===== src/rtl/seq_mult_ctrl_if.sv =====
// Operand/start request and busy/done/product response bundle for seq_mult_ctrl.
interface seq_mult_ctrl_if #(
    parameter int WIDTH = 5
);
    logic                 start;
    logic [WIDTH-1:0]     a;
    logic [WIDTH-1:0]     b;
    logic                 busy;
    logic                 done;
    logic [2*WIDTH-1:0]   q;

    modport master (output start, a, b, input busy, done, q);
    modport slave  (input start, a, b, output busy, done, q);
endinterface


===== src/rtl/seq_mult_ctrl.sv =====
// Shift-and-add unsigned multiplier: one shared 2*WIDTH-bit adder, WIDTH RUN cycles per product.
module seq_mult_ctrl #(
    parameter int WIDTH = 5
) (
    input  logic           clk,
    input  logic           rst,
    seq_mult_ctrl_if.slave bus
);
    localparam int PW    = 2 * WIDTH;
    localparam int CNT_W = (WIDTH > 1) ? $clog2(WIDTH) : 1;
    localparam logic [CNT_W-1:0] LAST_CNT = CNT_W'(WIDTH - 1);

    typedef enum logic [1:0] {
        S_IDLE,
        S_RUN,
        S_DONE
    } state_t;

    state_t             state_q, state_d;
    logic [PW-1:0]      mcand_q, mcand_d;
    logic [WIDTH-1:0]   mplier_q, mplier_d;
    logic [PW-1:0]      acc_q, acc_d;
    logic [CNT_W-1:0]   cnt_q, cnt_d;
    logic [PW-1:0]      prod_q, prod_d;
    logic               busy_q, busy_d;
    logic               done_q, done_d;
    logic [PW-1:0]      sum;

    // The single shared adder; also supplies the final product on the last iteration.
    always_comb begin
        sum = acc_q + (mplier_q[0] ? mcand_q : '0);
    end

    always_comb begin
        state_d  = state_q;
        mcand_d  = mcand_q;
        mplier_d = mplier_q;
        acc_d    = acc_q;
        cnt_d    = cnt_q;
        prod_d   = prod_q;
        case (state_q)
            S_IDLE: begin
                if (bus.start) begin
                    mcand_d  = {{WIDTH{1'b0}}, bus.a};
                    mplier_d = bus.b;
                    acc_d    = '0;
                    cnt_d    = '0;
                    state_d  = S_RUN;
                end
            end
            S_RUN: begin
                acc_d    = sum;
                mcand_d  = mcand_q << 1;
                mplier_d = mplier_q >> 1;
                cnt_d    = cnt_q + CNT_W'(1);
                if (cnt_q == LAST_CNT) begin
                    prod_d  = sum;
                    state_d = S_DONE;
                end
            end
            S_DONE:  state_d = S_IDLE;
            default: state_d = S_IDLE;
        endcase
        // Outputs are registered copies of the next-state decode, so nothing combinational reaches the pins.
        busy_d = (state_d != S_IDLE);
        done_d = (state_d == S_DONE);
    end

    always_ff @(posedge clk) begin
        if (rst) begin
            state_q  <= S_IDLE;
            mcand_q  <= '0;
            mplier_q <= '0;
            acc_q    <= '0;
            cnt_q    <= '0;
            prod_q   <= '0;
            busy_q   <= 1'b0;
            done_q   <= 1'b0;
        end else begin
            state_q  <= state_d;
            mcand_q  <= mcand_d;
            mplier_q <= mplier_d;
            acc_q    <= acc_d;
            cnt_q    <= cnt_d;
            prod_q   <= prod_d;
            busy_q   <= busy_d;
            done_q   <= done_d;
        end
    end

    assign bus.busy = busy_q;
    assign bus.done = done_q;
    assign bus.q    = prod_q;
endmodule


===== src/flat_wrapper.sv =====
// flat-port wrapper written by rule: the top's interface ports become plain ports
module seq_mult_ctrl_flat 
#(
    parameter int WIDTH = 5
)
  (clk, rst, bus_start, bus_a, bus_b, bus_busy, bus_done, bus_q);
  seq_mult_ctrl_if #(.WIDTH(WIDTH)) bus_i ();
  input  logic clk;
  input  logic rst;
  input wire logic [$bits(bus_i.start)-1:0] bus_start;
  input wire logic [$bits(bus_i.a)-1:0] bus_a;
  input wire logic [$bits(bus_i.b)-1:0] bus_b;
  output wire logic [$bits(bus_i.busy)-1:0] bus_busy;
  output wire logic [$bits(bus_i.done)-1:0] bus_done;
  output wire logic [$bits(bus_i.q)-1:0] bus_q;
  assign bus_i.start = bus_start;
  assign bus_i.a = bus_a;
  assign bus_i.b = bus_b;
  assign bus_busy = bus_i.busy;
  assign bus_done = bus_i.done;
  assign bus_q = bus_i.q;
  seq_mult_ctrl #(.WIDTH(WIDTH)) u_core (.clk(clk), .rst(rst), .bus(bus_i));
endmodule

===== config.mk =====
export PLATFORM = sky130hd
export DESIGN_NAME = seq_mult_ctrl_flat
export DESIGN_NICKNAME = d
export VERILOG_FILES = /design/src/rtl/seq_mult_ctrl_if.sv /design/src/rtl/seq_mult_ctrl.sv /design/src/flat_wrapper.sv
export SDC_FILE = /design/constraint.sdc
export NUM_CORES = 1
export LEC_CHECK = 0
export CAP_MARGIN = 10
export CORE_ASPECT_RATIO = 0.9
export CORE_MARGIN = 10
export CORE_UTILIZATION = 45
export CTS_BUF_LIST = sky130_fd_sc_hd__clkbuf_8
export CTS_CLUSTER_DIAMETER = 200
export DETAILED_ROUTE_END_ITERATION = 8
export PLACE_DENSITY = 0.67
export SYNTH_ARGS = -nofsm -noshare
export SYNTH_HDL_FRONTEND = slang
export SYNTH_SLANG_ARGS = --single-unit

===== constraint.sdc =====
create_clock -name clk -period 3.04 [get_ports clk]
set_input_delay 0.912 -clock clk [delete_from_list [all_inputs] [get_ports clk]]
set_output_delay 0.912 -clock clk [all_outputs]
set_load 0.005 [all_outputs]

* After elaboration in Yosys (flattened, before gate mapping)
Cells that the tools add are included.
** Cells by class
- $add $sub $neg :: 2
- Eq/ne operators :: 4
- Muxes and demuxes :: 12
- Reduce and logical (&&, ||, !) cells :: 5
** Operator list (count)
- $pmux 10 s2 :: 2
- $mux 10 :: 3
- $add 10x10->10 :: 1
- $pmux 5 s2 :: 1
- $pmux 3 s2 :: 1
- $mux 5 :: 1
- $mux 2 :: 2
- $pmux 2 s2 :: 1
- $reduce_and 2->1 :: 2
- $reduce_bool 2->1 :: 2
- $add 3x1->3 const B :: 1
- $eq 3x3->1 const B :: 1
- $mux 3 :: 1
- $eq 2x1->1 const B :: 1
- $eq 2x2->1 const B :: 1
- $logic_not 2->1 :: 1
- $ne 2x2->1 const B :: 1
** Storage, ports and cells
- Flip-flop bits (word level) :: 42
- Bits of input ports :: 13
- Output and inout port bits :: 12
- Word-level logic and storage cells :: 31

* Logic depth before layout (Yosys ltp)
Gate-level depths: netlist of run 1.
- Depth in word-level cells :: 4
- Depth in mapped cells :: 10
- Gate-level depth less buffers :: 9

* Worst setup path after synthesis of run 1
No wires, ideal clock.
- Path kind :: register to register
- Start :: reg u_core.mplier_q[0]
- End :: reg u_core.prod_q[8] (netlist: u_core.bus.q[8])
- Setup time :: 0.062 ns
- Arrival time :: 2.287 ns
- Required time :: 2.978 ns
- Path slack :: 0.691 ns
- Stages on the path, launching flop included :: 11
- Path buffers :: 1
- Period minus slack after synthesis :: 2.349 ns
- Path through :: dfxtp_1 -> clkbuf_1 -> and2_1 -> ha_1 -> inv_1 -> fa_1 -> nand2b_1 -> a21oi_1 -> a41oi_2 -> or4_1 -> nand3_1
** Between the ends
- Cells in the longest elaborated chain, start to end :: 2
** RTL lines
- from (decl) :: line seq_mult_ctrl.sv:21 : logic [WIDTH-1:0] mplier_q, mplier_d;
- from (signal assigned) :: line seq_mult_ctrl.sv:82 : mplier_q <= mplier_d;
- $mux 10 :: line seq_mult_ctrl.sv:31 : sum = acc_q + (mplier_q[0] ? mcand_q : '0);
- $add 10x10->10 :: line seq_mult_ctrl.sv:31
- to (signal assigned) :: line seq_mult_ctrl.sv:85 : prod_q <= prod_d;
- to (decl) :: line seq_mult_ctrl.sv:24 : logic [PW-1:0] prod_q, prod_d;
Every way passes these cells.
A chain may end at the register's enable or synchronous reset.

* Final worst setup path of run 1
- Start :: reg u_core.mplier_q[0]
- End :: reg u_core.prod_q[6] (netlist: u_core.bus.q[6])
The elaborated chain is that of the path after synthesis.

==> results of run 1 <==
-- flip-flops by register name (all words and copies together) (netlist names) --
name             flops
u_core.bus.q        10
u_core.mcand_q      10
u_core.bus.busy      1
u_core.mplier_q      5
u_core.acc_q        10
u_core.bus.done      1
u_core.state_q       2
u_core.cnt_q         3
-- cell type report --
type / count / area share
multi-input cells: 158 / 0.4341
flip-flops and latches: 42 / 0.3528
repair buffers: 31 / 0.1228
clock buffers: 6 / 0.03465
well taps: 60 / 0.03150
inverters: 12 / 0.01890
clock inverters: 2 / 0.005249
-- layer usage --
layer  routed length [µm]  track usage  vias to the layer above
met3                  365      0.04501                        2
met5                    0            0                        -
li1                     -            -                      857
met1                 2226       0.1900                      773
met4                   33      0.06190                        0
met2                 1923       0.1891                       45
-- kinds of logic after synthesis --
| group | share of synthesized area |
|---|---|
| compound gates | 0.2339 |
| xor+xnor | 0.03569 |
| fa+ha+maj | 0.08031 |
| buf+inv | 0.04461 |
| flops | 0.4283 |
| simple gates | 0.1772 |
-- path summary, 6_finish.rpt --
kind                     endpoint  slack (ns)  depth (start not counted)
setup / recovery  u_core.bus.q[6]        0.51                          9
hold / removal    u_core.bus.q[7]        0.46                          2
setup reg to reg  u_core.bus.q[6]        0.51                          9
hold reg to reg   u_core.bus.q[7]        0.46                          2
-- tightest hold or removal path: stages, from the launching register on --
cell and delay, ns:
dfxtp_1 0.31, nand2_1 0.05, a21oi_1 0.06
-- cell usage after synthesis (6+ instances only) --
master,instances
a21oi_1,13
clkbuf_1,10
o22ai_1,7
a211oi_1,6
and2_1,8
a22oi_1,11
nand2_1,20
nor2_1,29
ha_1,11
inv_1,10
dfxtp_1,42
-- stage by stage --
step                setup WS [ns]  utilization  power, mW
global placement           0.6552       0.5506     0.6945
floorplan                  0.6912            -     0.6515
global route               0.3078       0.5735      1.107
CTS                        0.5300       0.5735      1.073
detailed placement         0.5557       0.5506     0.6943
finish                     0.5094       0.5735      1.057
-- power by group --
part	leakage, nW	switching (mW)	internal [mW]
Sequential	0.342	0.0144	0.566
Combinational	0.551	0.0550	0.0472
Clock	0.0472	0.191	0.182
==> metrics.txt, run 1 <==
Critical Path RT=3.28 ns; share of layout cells above drive strength 1=0.07570; post-synth top area share=0.4283; drt wl/cell=14.62 µm; Slew @ Worst Pin=0.4971 ns; maximum vdd drop=0.3637 mV; IO Pins=25; die height=82.66 µm; largest net degree at the start of global routing=20; Hold Buf Count CTS=0; Syn Area/Cell=8.803 µm²; Routed Antenna Nets=0; Critical Path Source=u_core.mplier_q[0]; Seq/Total Area, Yosys=0.4283; Synth area leaders=dfxtp_1, ha_1, nor2_1, a22oi_1, nand2_1; Die ar.=7408 µm²; CP Buf/Inv Count=1; Mapped Area=1963 µm²; synth unique cells=40; max-slew violation count=0; area of the multi-input gates=1035 µm²; EDFF count, synth=0; final setup fails=0; HP Start=u_core.bus.q[7]; fillers=380; ys async rst share=0; hold_ws=0.4608 ns; drt first pass iters=4; clock sink count=42; initial drt markers=151; Max clock buf depth=2; crit share post-route=0.8324; post-synthesis net count=248; placer congestion estimate=0.8375; min cycle time layout=2.531 ns; commonest register cell after synthesis=dfxtp_1; Max-slew headroom=0.6674; max cap viols=0; core area=4156 µm²; die width=89.62 µm; crit-path cells=and2_1 -> ha_1 -> inv_1 -> fa_1 -> nand2b_1 -> a21oi_1 -> a31oi_1 -> or4_1 -> nand3_1; Fin. Hold Viols=0; crit start category=register; Hold Crit Class=register to register; Setup crit end kind=register; CTS root buffer=clkbuf_8; DP Wirelength=3326 µm; dominant cell type by area after synthesis=dfxtp_1; synthesis-to-layout area growth=21.42%; post-CTS setup buffers=0; FF+latch count, synth=42; global route overflow=0; dpl cells=303; Yosys Warn Count=0; final std cells w/o fill=311; FF/Latch Area=840.8 µm²; Routed WL=4548 µm; first-pass GRT wire length=7893 µm; Initial Util=0.4723; Crit path max-delay family=simple AND/OR/NAND/NOR gates; Vias/cell=5.392; crit path kind=register to register; PD cells=443.4 nW/µm²; antenna violations before repair=0; Critical Path AT=2.77 ns; biggest cell delay along the critical path=0.47 ns; commonest non-fill, non-tap cells in the layout=dfxtp_1, nor2_1, clkdlybuf4s50_1; H-tree levels=2; area post-placement=2288 µm²; post-cts resize count=0; cell count after synthesis=223; status=completed; Layout Nets=275; fmax=395.2 MHz; FP Rows=22; Lkg Pwr=0.9394 nW; Max stage delay cell, worst path=dfxtp_1; vias post-DR=1677; Worst Skew=0.006129 ns; Sum Neg Setup Slack=0 ns; Worst Path Max Fanout=11; Reg-to-Reg Start=u_core.mplier_q[0]; antenna cells=0; Worst-Skew Late Latency=0.30 ns; vias in the first global route=1624; final instance area=2384 µm²; CTS tree=built; All-Layer GR Usage=0.1377; commonest non-fill, non-tap cell in the layout=dfxtp_1; unrepaired setup endpoints after global routing=no; CTS buffer count=5; Clk pin slew, worst setup/hold paths=0.08 ns; # DRC=0; IO buf count=24
Note: power is estimated with default switching activity, not from simulation.
==> run 2: changes to the inputs <==
--- a/config.mk
+++ b/config.mk
@@ -12,7 +12,7 @@
 export CTS_BUF_LIST = sky130_fd_sc_hd__clkbuf_8
 export CTS_CLUSTER_DIAMETER = 200
 export DETAILED_ROUTE_END_ITERATION = 8
-export PLACE_DENSITY = 0.67
+export PLACE_DENSITY = 0.7
 export SYNTH_ARGS = -nofsm -noshare
 export SYNTH_HDL_FRONTEND = slang
 export SYNTH_SLANG_ARGS = --single-unit
==> constraint.sdc (replaced) <==
create_clock -name clk -period 2.25 [get_ports clk]
set_input_delay 0.675 -clock clk [delete_from_list [all_inputs] [get_ports clk]]
set_output_delay 0.675 -clock clk [all_outputs]
set_load 0.005 [all_outputs]
==> run 2 against run 1 <==
Effect of this change:
- worst setup slack got worse by 0.49 ns
- non-clock buffer count is 7 higher
- via count is 4.9% higher
- first-iteration DRC count shrank 19%
- flip-flop and latch count unchanged
- final cell count rose by 2.3%
- die area stayed put
- critical endpoint is now u_core.bus.q[8]
- largest power group unchanged
==> metrics.txt, run 2 (synthesis results as in run 1) <==
status=completed; Hold Crit Class=register to register; part of the power in registers=0.509; Reg-to-Reg Start=u_core.mplier_q[0]; H-tree levels=2; min cycle time layout=2.228 ns; IO buf count=24; Psw=0.3733 mW; Crit path max-delay family=simple AND/OR/NAND/NOR gates; Worst Skew=0.006730 ns; Critical Path RT=2.49 ns; CTS tree=built; crit share post-route=0.9902; clock sink count=42; die height=82.66 µm; # DRC=0; Lkg Pwr=0.9860 nW; Placement Setup Slack=0.01713 ns; antenna cells=0; Max stage delay cell, worst path=or4_1; crit-path cells=and2_4 -> ha_4 -> inv_2 -> fa_2 -> nand2b_4 -> a21oi_4 -> a41oi_2 -> or4_1 -> nand3_1; commonest non-fill, non-tap cells in the layout=dfxtp_1, nor2_1, clkdlybuf4s50_1; synthesis-to-layout area growth=27.72%; Worst Path Max Fanout=3; combinational share of power=0.097; Fin. Hold Viols=0; CP Buf/Inv Count=1; max cap viols=0; drt wl/cell=15.30 µm; CTS buffer count=5; drt first pass iters=5; fmax=448.9 MHz; FF/Latch Area=842.1 µm²; biggest cell delay along the critical path=0.55 ns; Initial Util=0.4723; DP Wirelength=3356 µm; core area=4156 µm²; setup ws final=0.02211 ns; Die ar.=7408 µm²; Vias/cell=5.535; placer congestion estimate=0.7989; initial drt markers=122; global route overflow=0; die width=89.62 µm; maximum vdd drop=0.4386 mV; Layout Utilization=0.6033; FF-to-FF path depth=9; Clk pwr share=0.394; Setup crit end kind=register; Routed Antenna Nets=0; All-Layer GR Usage=0.1338; Max clock buf depth=2; area of the multi-input gates=1086 µm²; share of layout cells above drive strength 1=0.1395; Worst-Skew Late Latency=0.30 ns; Clk pin slew, worst setup/hold paths=0.09 ns; IO Pins=25; Slew @ Worst Pin=0.5168 ns; unrepaired setup endpoints after global routing=yes; vias post-DR=1760; Routed WL=4866 µm; Int Power=1.164 mW; antenna violations before repair=0; largest net degree at the start of global routing=22; commonest non-fill, non-tap cell in the layout=dfxtp_1; WHS Path Cells=2; fillers=372; final setup fails=0; first-pass GRT wire length=7790 µm; Critical Path AT=2.47 ns; crit start category=register; Critical Path Source=u_core.mplier_q[0]; vias in the first global route=1657; WP depth=9; Hold Buf Count CTS=0; FP Rows=22; PD cells=612.9 nW/µm²; CTS root buffer=clkbuf_8; Sw Share=0.2429; crit path kind=register to register; max-slew violation count=0; Layout Nets=282; reg2reg setup slack=0.02 ns; Max-slew headroom=0.6555; HP Start=u_core.bus.q[4]
-- run 2: cell type report --
type	instances	share of cell area
clock inverter	3	0.01796
sequential	42	0.3358
inverter	12	0.01796
timing repair buffer	38	0.1377
clock buffer	5	0.02745
multi-input combinational	158	0.4331
tap	60	0.02994
-- run 2: path summary, 6_finish.rpt --
kind	endpoint
setup reg to reg	u_core.bus.q[8]
setup / recovery	u_core.bus.q[8]
hold / removal	u_core.bus.q[4]
hold reg to reg	u_core.bus.q[4]
-- run 2: routing by layer --
layer | share of wire | track usage | vias up | wire, µm
met5 | 0 | 0 | - | 0
met4 | 0.013 | 0.05238 | 0 | 61
met3 | 0.074 | 0.03718 | 7 | 358
met2 | 0.44 | 0.1935 | 49 | 2153
met1 | 0.47 | 0.1835 | 831 | 2292
li1 | - | - | 873 | -
-- run 2: power groups by stage --
stage	Clock, mW	Sequential [mW]	Combinational (mW)
floorplan	0	0.794	0.0866
global placement	0	0.798	0.143
detailed placement	0	0.799	0.143
CTS	0.611	0.782	0.144
global route	0.641	0.786	0.165
finish	0.606	0.783	0.149
-- run 2: worst min-delay path, delay by kind of cell (launching register included) --
| kind | cells | cell delay [ns] |
|---|---|---|
| DFF | 1 | 0.32 |
| AOI/OAI and AO/OA | 1 | 0.05 |
| and+or+nand+nor | 1 | 0.05 |
-- run 2: what timing repair did --
action | in CTS | in global routing
gates cloned | 0 | 0
gates resized for setup | 0 | 11
setup endpoints to repair | 2 | 6
pin swaps | 1 | 4
buffers inserted | 1 | 4
-- run 2: metrics by stage --
stage	total power, mW	cells	TNS [ns]	hold WS [ns]	area (µm²)
after floorplan	0.8809	223	0	0.4452	1968
after global placement	0.9411	305	0	0.4470	2307
after detailed placement	0.9417	305	0	0.4489	2307
after CTS	1.537	314	0	0.4644	2429
after global routing	1.592	318	-0.1171	0.4850	2507
final	1.537	318	0	0.4616	2507
==> run 3: changes to the inputs <==
--- a/config.mk
+++ b/config.mk
@@ -12,6 +12,7 @@
 export CTS_BUF_LIST = sky130_fd_sc_hd__clkbuf_8
 export CTS_CLUSTER_DIAMETER = 200
 export DETAILED_ROUTE_END_ITERATION = 8
+export HOLD_SLACK_MARGIN = 0.06
 export PLACE_DENSITY = 0.7
 export SYNTH_ARGS = -nofsm -noshare
 export SYNTH_HDL_FRONTEND = slang
==> results of run 3 <==
No change in the layout: final DEF, timing and power equal those of run 2.
